## src/rtl/microc_pkg.sv

```systemverilog
// microc_pkg: opcodes, ALU ops, FSM states and control word for the microc control unit.
// The STEP state exists only when MICROC_UC_STEP_EN is defined.
package microc_pkg;
    localparam logic [5:0] OPC_LI  = 6'b000100;
    localparam logic [5:0] OPC_J   = 6'b010000;
    localparam logic [5:0] OPC_JZ  = 6'b010001;
    localparam logic [5:0] OPC_JNZ = 6'b010010;

    localparam logic [2:0] ALU_PASS = 3'b000;
    localparam logic [2:0] ALU_NOTA = 3'b001;
    localparam logic [2:0] ALU_ADD  = 3'b010;
    localparam logic [2:0] ALU_SUB  = 3'b011;
    localparam logic [2:0] ALU_AND  = 3'b100;
    localparam logic [2:0] ALU_OR   = 3'b101;
    localparam logic [2:0] ALU_NEGA = 3'b110;
    localparam logic [2:0] ALU_NEGB = 3'b111;

`ifdef MICROC_UC_STEP_EN
    typedef enum logic [1:0] {S_IDLE, S_RUN, S_HALT, S_STEP} uc_state_t;
`else
    typedef enum logic [1:0] {S_IDLE, S_RUN, S_HALT} uc_state_t;
`endif

    typedef struct packed {
        logic       s_inc;
        logic       s_inm;
        logic       we3;
        logic       wez;
        logic [2:0] op;
    } ctrl_t;

    localparam ctrl_t CTRL_IDLE = '{s_inc: 1'b1, s_inm: 1'b0, we3: 1'b0, wez: 1'b0, op: ALU_PASS};
endpackage

```

## src/rtl/microc_decoder.sv

```systemverilog
// microc_decoder: combinational opcode/z to control word, plus legal-opcode flag.
module microc_decoder
    import microc_pkg::*;
(
    input  logic [5:0] opcode,
    input  logic       z,
    output ctrl_t      ctrl,
    output logic       legal
);
    always_comb begin
        ctrl  = CTRL_IDLE;
        legal = 1'b1;
        if (opcode[5])
            ctrl = '{s_inc: 1'b1, s_inm: 1'b0, we3: 1'b1, wez: 1'b1, op: opcode[4:2]};
        else if (opcode == OPC_LI)
            ctrl = '{s_inc: 1'b1, s_inm: 1'b1, we3: 1'b1, wez: 1'b0, op: ALU_PASS};
        else if (opcode == OPC_J)
            ctrl.s_inc = 1'b0;
        else if (opcode == OPC_JZ)
            ctrl.s_inc = ~z;
        else if (opcode == OPC_JNZ)
            ctrl.s_inc = z;
        else
            legal = 1'b0;
    end
endmodule

```

## src/rtl/microc_uc.sv

```systemverilog
// microc_uc: run/halt sequenced control unit for the microc datapath.
// Define MICROC_UC_STEP_EN to add single-step (step_req/step_ack, STEP state).
module microc_uc
    import microc_pkg::*;
#(
    parameter int CNT_W = 16
) (
    input  logic             clk,
    input  logic             reset,
    input  logic [5:0]       opcode,
    input  logic             z,
    input  logic             start,
    input  logic             halt_req,
`ifdef MICROC_UC_STEP_EN
    input  logic             step_req,
    output logic             step_ack,
`endif
    output logic             s_inc,
    output logic             s_inm,
    output logic             we3,
    output logic             wez,
    output logic [2:0]       op,
    output logic             pc_we,
    output logic             running,
    output logic             illegal,
    output logic [CNT_W-1:0] instr_count
);
    uc_state_t state, nxt;
    ctrl_t     dec, cw;
    logic      legal, exec, go;

    microc_decoder u_dec (.opcode(opcode), .z(z), .ctrl(dec), .legal(legal));

`ifdef MICROC_UC_STEP_EN
    assign exec = (state == S_RUN) || (state == S_STEP);
`else
    assign exec = (state == S_RUN);
`endif
    // reset gating keeps enables low even before the async state clear settles
    assign go      = exec && legal && !reset;
    assign cw      = go ? dec : CTRL_IDLE;
    assign s_inc   = cw.s_inc;
    assign s_inm   = cw.s_inm;
    assign we3     = cw.we3;
    assign wez     = cw.wez;
    assign op      = cw.op;
    assign pc_we   = go;
    assign running = (state == S_RUN);

    always_comb begin
        nxt = state;
        case (state)
            S_IDLE: nxt = (start && !halt_req) ? S_RUN : S_IDLE;
            S_RUN:  nxt = (halt_req || !legal) ? S_HALT : S_RUN;
`ifdef MICROC_UC_STEP_EN
            S_HALT: nxt = halt_req ? S_HALT : start ? S_RUN : step_req ? S_STEP : S_HALT;
            S_STEP: nxt = S_HALT;
`else
            S_HALT: nxt = (start && !halt_req) ? S_RUN : S_HALT;
`endif
            default: nxt = S_IDLE;
        endcase
    end

    always_ff @(posedge clk or posedge reset) begin
        if (reset) begin
            state       <= S_IDLE;
            illegal     <= 1'b0;
            instr_count <= '0;
        end else begin
            state       <= nxt;
            illegal     <= illegal | (exec && !legal);
            instr_count <= instr_count + CNT_W'(go);
        end
    end

`ifdef MICROC_UC_STEP_EN
    always_ff @(posedge clk or posedge reset) begin
        if (reset)
            step_ack <= 1'b0;
        else
            step_ack <= (state == S_STEP);
    end
`endif
endmodule
```

## config.mk

```make
export PLATFORM = sky130hd
export DESIGN_NAME = microc_uc
export DESIGN_NICKNAME = d
export VERILOG_FILES = /design/src/rtl/microc_pkg.sv /design/src/rtl/microc_decoder.sv /design/src/rtl/microc_uc.sv
export SDC_FILE = /design/constraint.sdc
export NUM_CORES = 1
export LEC_CHECK = 0
export CORE_UTILIZATION = 42
export DETAILED_ROUTE_END_ITERATION = 10
export PLACE_DENSITY = 0.85
export SYNTH_ARGS = -nofsm -noshare
export SYNTH_HDL_FRONTEND = slang
export SYNTH_SLANG_ARGS = --single-unit
export TNS_END_PERCENT = 10
```

## constraint.sdc

```tcl
create_clock -name clk -period 2.5 [get_ports clk]
set_input_delay 0.25 -clock clk [delete_from_list [all_inputs] [get_ports clk]]
set_output_delay 0.25 -clock clk [all_outputs]
set_load 0.02 [all_outputs]
```

* Yosys cells after proc, flatten, opt, wreduce, memory -nomap -nowiden *
Index checks and enable logic that the tools add are counted.

cells by class
  muxes and demuxes = 16
  $add $sub $neg = 1
  equality and inequality tests = 6
  reductions and logical operators = 9
  bitwise logic cells = 2

operator list
  kind                number
  $eq 6x5->1 const B  3
  $add 16x1->16       1
  $mux 7              2
  $mux 1              10
  $eq 6x3->1 const B  1
  $mux 6              1
  $pmux 2 s3          1
  $logic_and 1x1->1   4
  $mux 2              2
  $logic_not 1->1     3
  $eq 2x1->1 const B  1
  $eq 2x2->1 const B  1
  $logic_not 2->1     1
  $logic_or 1x1->1    1
  $not 1->1           1
  $or 1x1->1          1

storage, ports and cells
  register bits after elaboration = 19
  output and inout port bits = 26
  word-level logic and storage cells = 37
  bits of input ports = 11

* Depth between registers and ports, before layout *
  word-level depth = 10
  gate-level depth with buffers = 9
  depth with buffers taken out = 9

* Modules after synthesis *
A second synthesis with hierarchy kept.

unflattened totals
  cell total of the unflattened synthesis = 92
  area total of the unflattened synthesis = 1,049.8 µm²

by module, submodules not included
  module          area each (µm²)  cells an instance  sequential area each (µm²)  times used
  microc_uc       928.4            79                 475.5                       1
  microc_decoder  121.4            13                 0.0                         1

* Least setup slack after synthesis *
Ideal clock, no wire load.

  path type = in2reg
  from = input port opcode[1]
  to = register instr_count[12]
  path buffers = 0
  stages on the path = 9
  arrival = 2,014 ps
  slack = 356 ps
  setup time = 129 ps
  required time = 2,371 ps
  cell sequence = nor4b_4 -> a21oi_1 -> o21ai_0 -> and2_1 -> ha_1 -> ha_1 -> and3_1 -> nand4_1 -> xnor2_1

between the ends
  longest elaborated chain between the ends = 9
  elaborated cells between the ends (all ways) = 12
  classes of those cells = add/sub (1); eq/ne (4); mux (5); reduce/logical (2)

RTL lines
  item                                 line                  RTL
  from (decl)                          microc_uc.sv:10       input logic [5:0] opcode,
  $eq 6x5->1                           microc_decoder.sv:21  else if (opcode == OPC_JNZ)
  $mux 1                               microc_decoder.sv:21
  $mux 1                               microc_decoder.sv:19  else if (opcode == OPC_JZ)
  $mux 1                               microc_decoder.sv:17  else if (opcode == OPC_J)
  $mux 1 (*)                           microc_decoder.sv:15  else if (opcode == OPC_LI)
  $mux 1 (*)                           microc_decoder.sv:13  if (opcode[5])
  $logic_and 1x1->1 (*) (2 in series)  microc_uc.sv:40       assign go = exec && legal && !reset;
  named net pc_we                      microc_uc.sv:23       output logic pc_we,
  $add 16x1->16 (*)                    microc_uc.sv:73       instr_count <= instr_count + CNT_W'(go);
  to (signal assigned)                 microc_uc.sv:73
  to (decl)                            microc_uc.sv:26       output logic [CNT_W-1:0] instr_count

Mark *: on every way through the listed nets, which the timed path passes. The rest lies on a longest branch.

* Worst setup path in the final report *
  from = input port opcode[1]
  to = output port we3

between the ends
  longest elaborated chain between the ends = 9
  elaborated cells between the ends (all ways) = 14
  classes of those cells = eq/ne (4); mux (8); reduce/logical (2)

RTL lines
  item                             line                  RTL
  $eq 6x5->1                       microc_decoder.sv:21
  $mux 1                           microc_decoder.sv:21
  $mux 1                           microc_decoder.sv:19
  $mux 1                           microc_decoder.sv:17
  $mux 1                           microc_decoder.sv:15
  $mux 1                           microc_decoder.sv:13
  $logic_and 1x1->1 (2 in series)  microc_uc.sv:40
  $mux 7 (*)                       microc_uc.sv:41       assign cw = go ? dec : CTRL_IDLE;
  to (decl)                        microc_uc.sv:20       output logic we3,

Mark *: on every way between the ends. The rest lies on a longest branch, timed or not.

==> summary.txt <==
Die
  – Die area: 2440 um2
  – Top Ports: 37
  – Core ar.: 2042 um2
  – Die H: 49.40 um
  – Die span in x: 49.40 um
  – # rows: 16
  – Initial Utilization: 46.20%

Route
  – Drc violations: 0
  – Via/cell ratio: 5.135
  – 1st-iter DRT viols: 6
  – Wire length per cell: 13.52 um
  – Final ANT Viol Nets: 0
  – Pre-antenna DRT Iters: 4
  – Final WL: about 2100 um
  – Vias: approximately 800

Timing
  – Clk_skew: 0.004002 ns
  – RSZ-0062 raised after global routing: false
  – Peak Freq: about 420 MHz
  – Final Slew Violations: 0
  – Tcrit/Tclk final: 95.85%
  – Final setup fails: 0
  – Slew @ Worst Pin: 0.2468 ns
  – Final Hold Viols: 0
  – Rel. slew slack: 83.52%
  – Minimum clock period after layout: 2.396 ns

Synth
  – Leading area contributor after synthesis: dfrtp_1
  – #FFs+latches synth: 19
  – Mapped Avg Cell Area: 11.23 um2
  – Yosys top cell area share: 50.40%
  – Number of enable flip-flop cells after synthesis: 0
  – Seq/Total Area, Yosys: between 50 and 60%
  – Top cells by area, synth: dfrtp_1 50%, xnor2_1 12%, nand3_1 3.7%
  – Cell Area, Synth: 943.4 um2
  – Ys Warns: 0
  – Synth Flop Type: dfrtp_1
  – Async set-reset flop share out of synthesis: 100.0%
  – Syn nets: 97
  – Distinct cells, synth: 26
  – Mapped Cells: 84

Run
  – Max Cap Viol: 0

Global route
  – Congestion Overflow GR: 0
  – Initial antenna violation count: 0
  – First-pass GRT wire length: 3636 um
  – Global-route usage over all layers: about a fifth
  – Busiest layer in global routing: met2
  – Largest net degree at the start of global routing: 20
  – Vias in the first global route: 775
  – M1 GR Usage: about a quarter
  – Global routing usage on met2: 32.19%
  – GR Layer Usage met3: 3.427%

Clock tree
  – Hold_buf cts: 0
  – CTS tree: built
  – TritonCTS Buffers: 3
  – CTS clk-pin slew, worst paths: roughly 0.11 ns
  – Worst skew pair latency: ~0.30 ns
  – CTS root buffer: clkbuf_4
  – H-tree levels: 1
  – CTS Sinks: 19
  – Clk buf depth: 2

Placed design
  – Placed Cells incl. Taps: 151
  – PortBufs: 36
  – Final GP Congestion: 0.7442
  – Detailed Place HPWL: 1644 um

Worst setup path
  – Flop-to-flop setup slack: between 0.4 and 0.5 ns
  – FF-to-FF End: instr_count[12]
  – Crit path kind: in2out
  – Worst R2R Path Depth: 8
  – R2r startpoint: state[1]
  – Crit path DAT: ~2.2 ns
  – Crit end category: output pin
  – CP max FO: 3
  – Startpoint Class: input pin
  – Worst Path Required: 2.25 ns

Finish
  – Fraction of layout cells with a size suffix above 1: approximately a tenth
  – Antenna cells: 0
  – Post-route insts no fill: 155
  – Area Growth Syn to Fin: 48.14%
  – Fin nets: 142

Power
  – Lkg Pwr: a little over 0.6 nW
  – PD cells: between 500 and 600 nW/um2
  – Total power: 701.5 uW
  – VDD IR max: about 460 uV

Run status
  – Outcome: completed

Min path
  – HP Class: in2async
## where the power goes
part | switching, mW | internal [mW]
combinational | 0.0867 | 0.0906
clock | 0.0958 | 0.0596
sequential | 0.0311 | 0.338
## layer usage
layer,vias up,routed length (um)
li1,386,-
met1,392,908
met2,16,1095
met3,2,77
met4,0,13
met5,-,0
## worst max-delay path, stage by stage
cell             delay, ns
clkdlybuf4s50_1       0.49
nor4b_4               0.34
or2b_1                0.25
a21boi_0              0.19
clkdlybuf4s50_1       0.63
## cells in the final DEF, fill, tap and decap left out, drive strengths merged, types with 2 or more instances in the layout
cell / instances
nand2b: 2
o21ai: 3
buf: 4
xnor2: 13
nand3: 7
nor2: 2
ha: 2
dfrtp: 19
inv: 4
nand2: 4
and2: 5
clkdlybuf4s50: 35
and4: 4
nand4: 4
and3: 4
clkbuf: 3
## state kept, by name (all words and copies together) (netlist names)
| register | cells |
|---|---|
| instr_count | 16 |
| state | 2 |
| illegal | 1 |
## cell type report
| cell class | instances | area, um2 |
|---|---|---|
| Inverter | 4 | 15.01 |
| Clock inverter | 1 | 5.005 |
| Multi-Input combinational cell | 61 | 452.9 |
| Timing Repair Buffer | 40 | 392.9 |
| Fill cell | 172 | 644.4 |
| Sequential cell | 19 | 475.5 |
| Tap cell | 27 | 33.78 |
| Clock buffer | 3 | 22.52 |
## cells by family after synthesis
logic type	count (synthesis)	share of synthesized area (%)
DFF	19	50.40
adders and majority gates	2	2.652
buffers and inverters	4	1.591
xor gates and xnor gates	14	13.00
muxes	1	1.061
and+or+nand+nor	36	25.07
AOI/OAI and AO/OA	8	6.233
## through the flow
step | utilization, % | worst slack, ns | hold slack (ns) | setup TNS [ns] | area (um2)
floorplan | - | 0.3563 | 0.2066 | 0 | 943.4
global placement | 66.97 | 0.07447 | 0.4602 | 0 | 1368
detailed placement | 66.97 | -0.01057 | 0.4715 | -0.01933 | 1368
CTS | 68.32 | 0.09474 | 0.3054 | 0 | 1395
global route | 68.44 | 0.05258 | 0.3242 | 0 | 1398
finish | 68.44 | 0.1037 | 0.3083 | 0 | 1398
## Yosys cell counts (3+ instances only)
master / instances
dfrtp_1: 19
xnor2_1: 13
nand3_1: 7
and2_1: 5
inv_1: 4
nand2_1: 4
nand4_1: 4
and3_1: 3
o21ai_0: 3
## worst max path at each step
stage / slack (ns) / end / from / cells after the start
5_1_grt: 0.05 / we3 / opcode[1] / 5
6_report: 0.10 / we3 / opcode[1] / 5
2_1_floorplan: 0.36 / instr_count[12] / opcode[1] / 9
4_1_cts: 0.09 / pc_we / opcode[1] / 6
3_5_place_dp: -0.01 / instr_count[8] / opcode[1] / 10
3_3_place_gp: 0.07 / instr_count[12] / opcode[1] / 10
## what timing repair did
item | in CTS | in global routing
endpoints found under the setup margin | 0 | 1
resized for setup | 0 | 1
buffers inserted | 0 | 0
No activity file was read; power rests on OpenSTA's default activity.
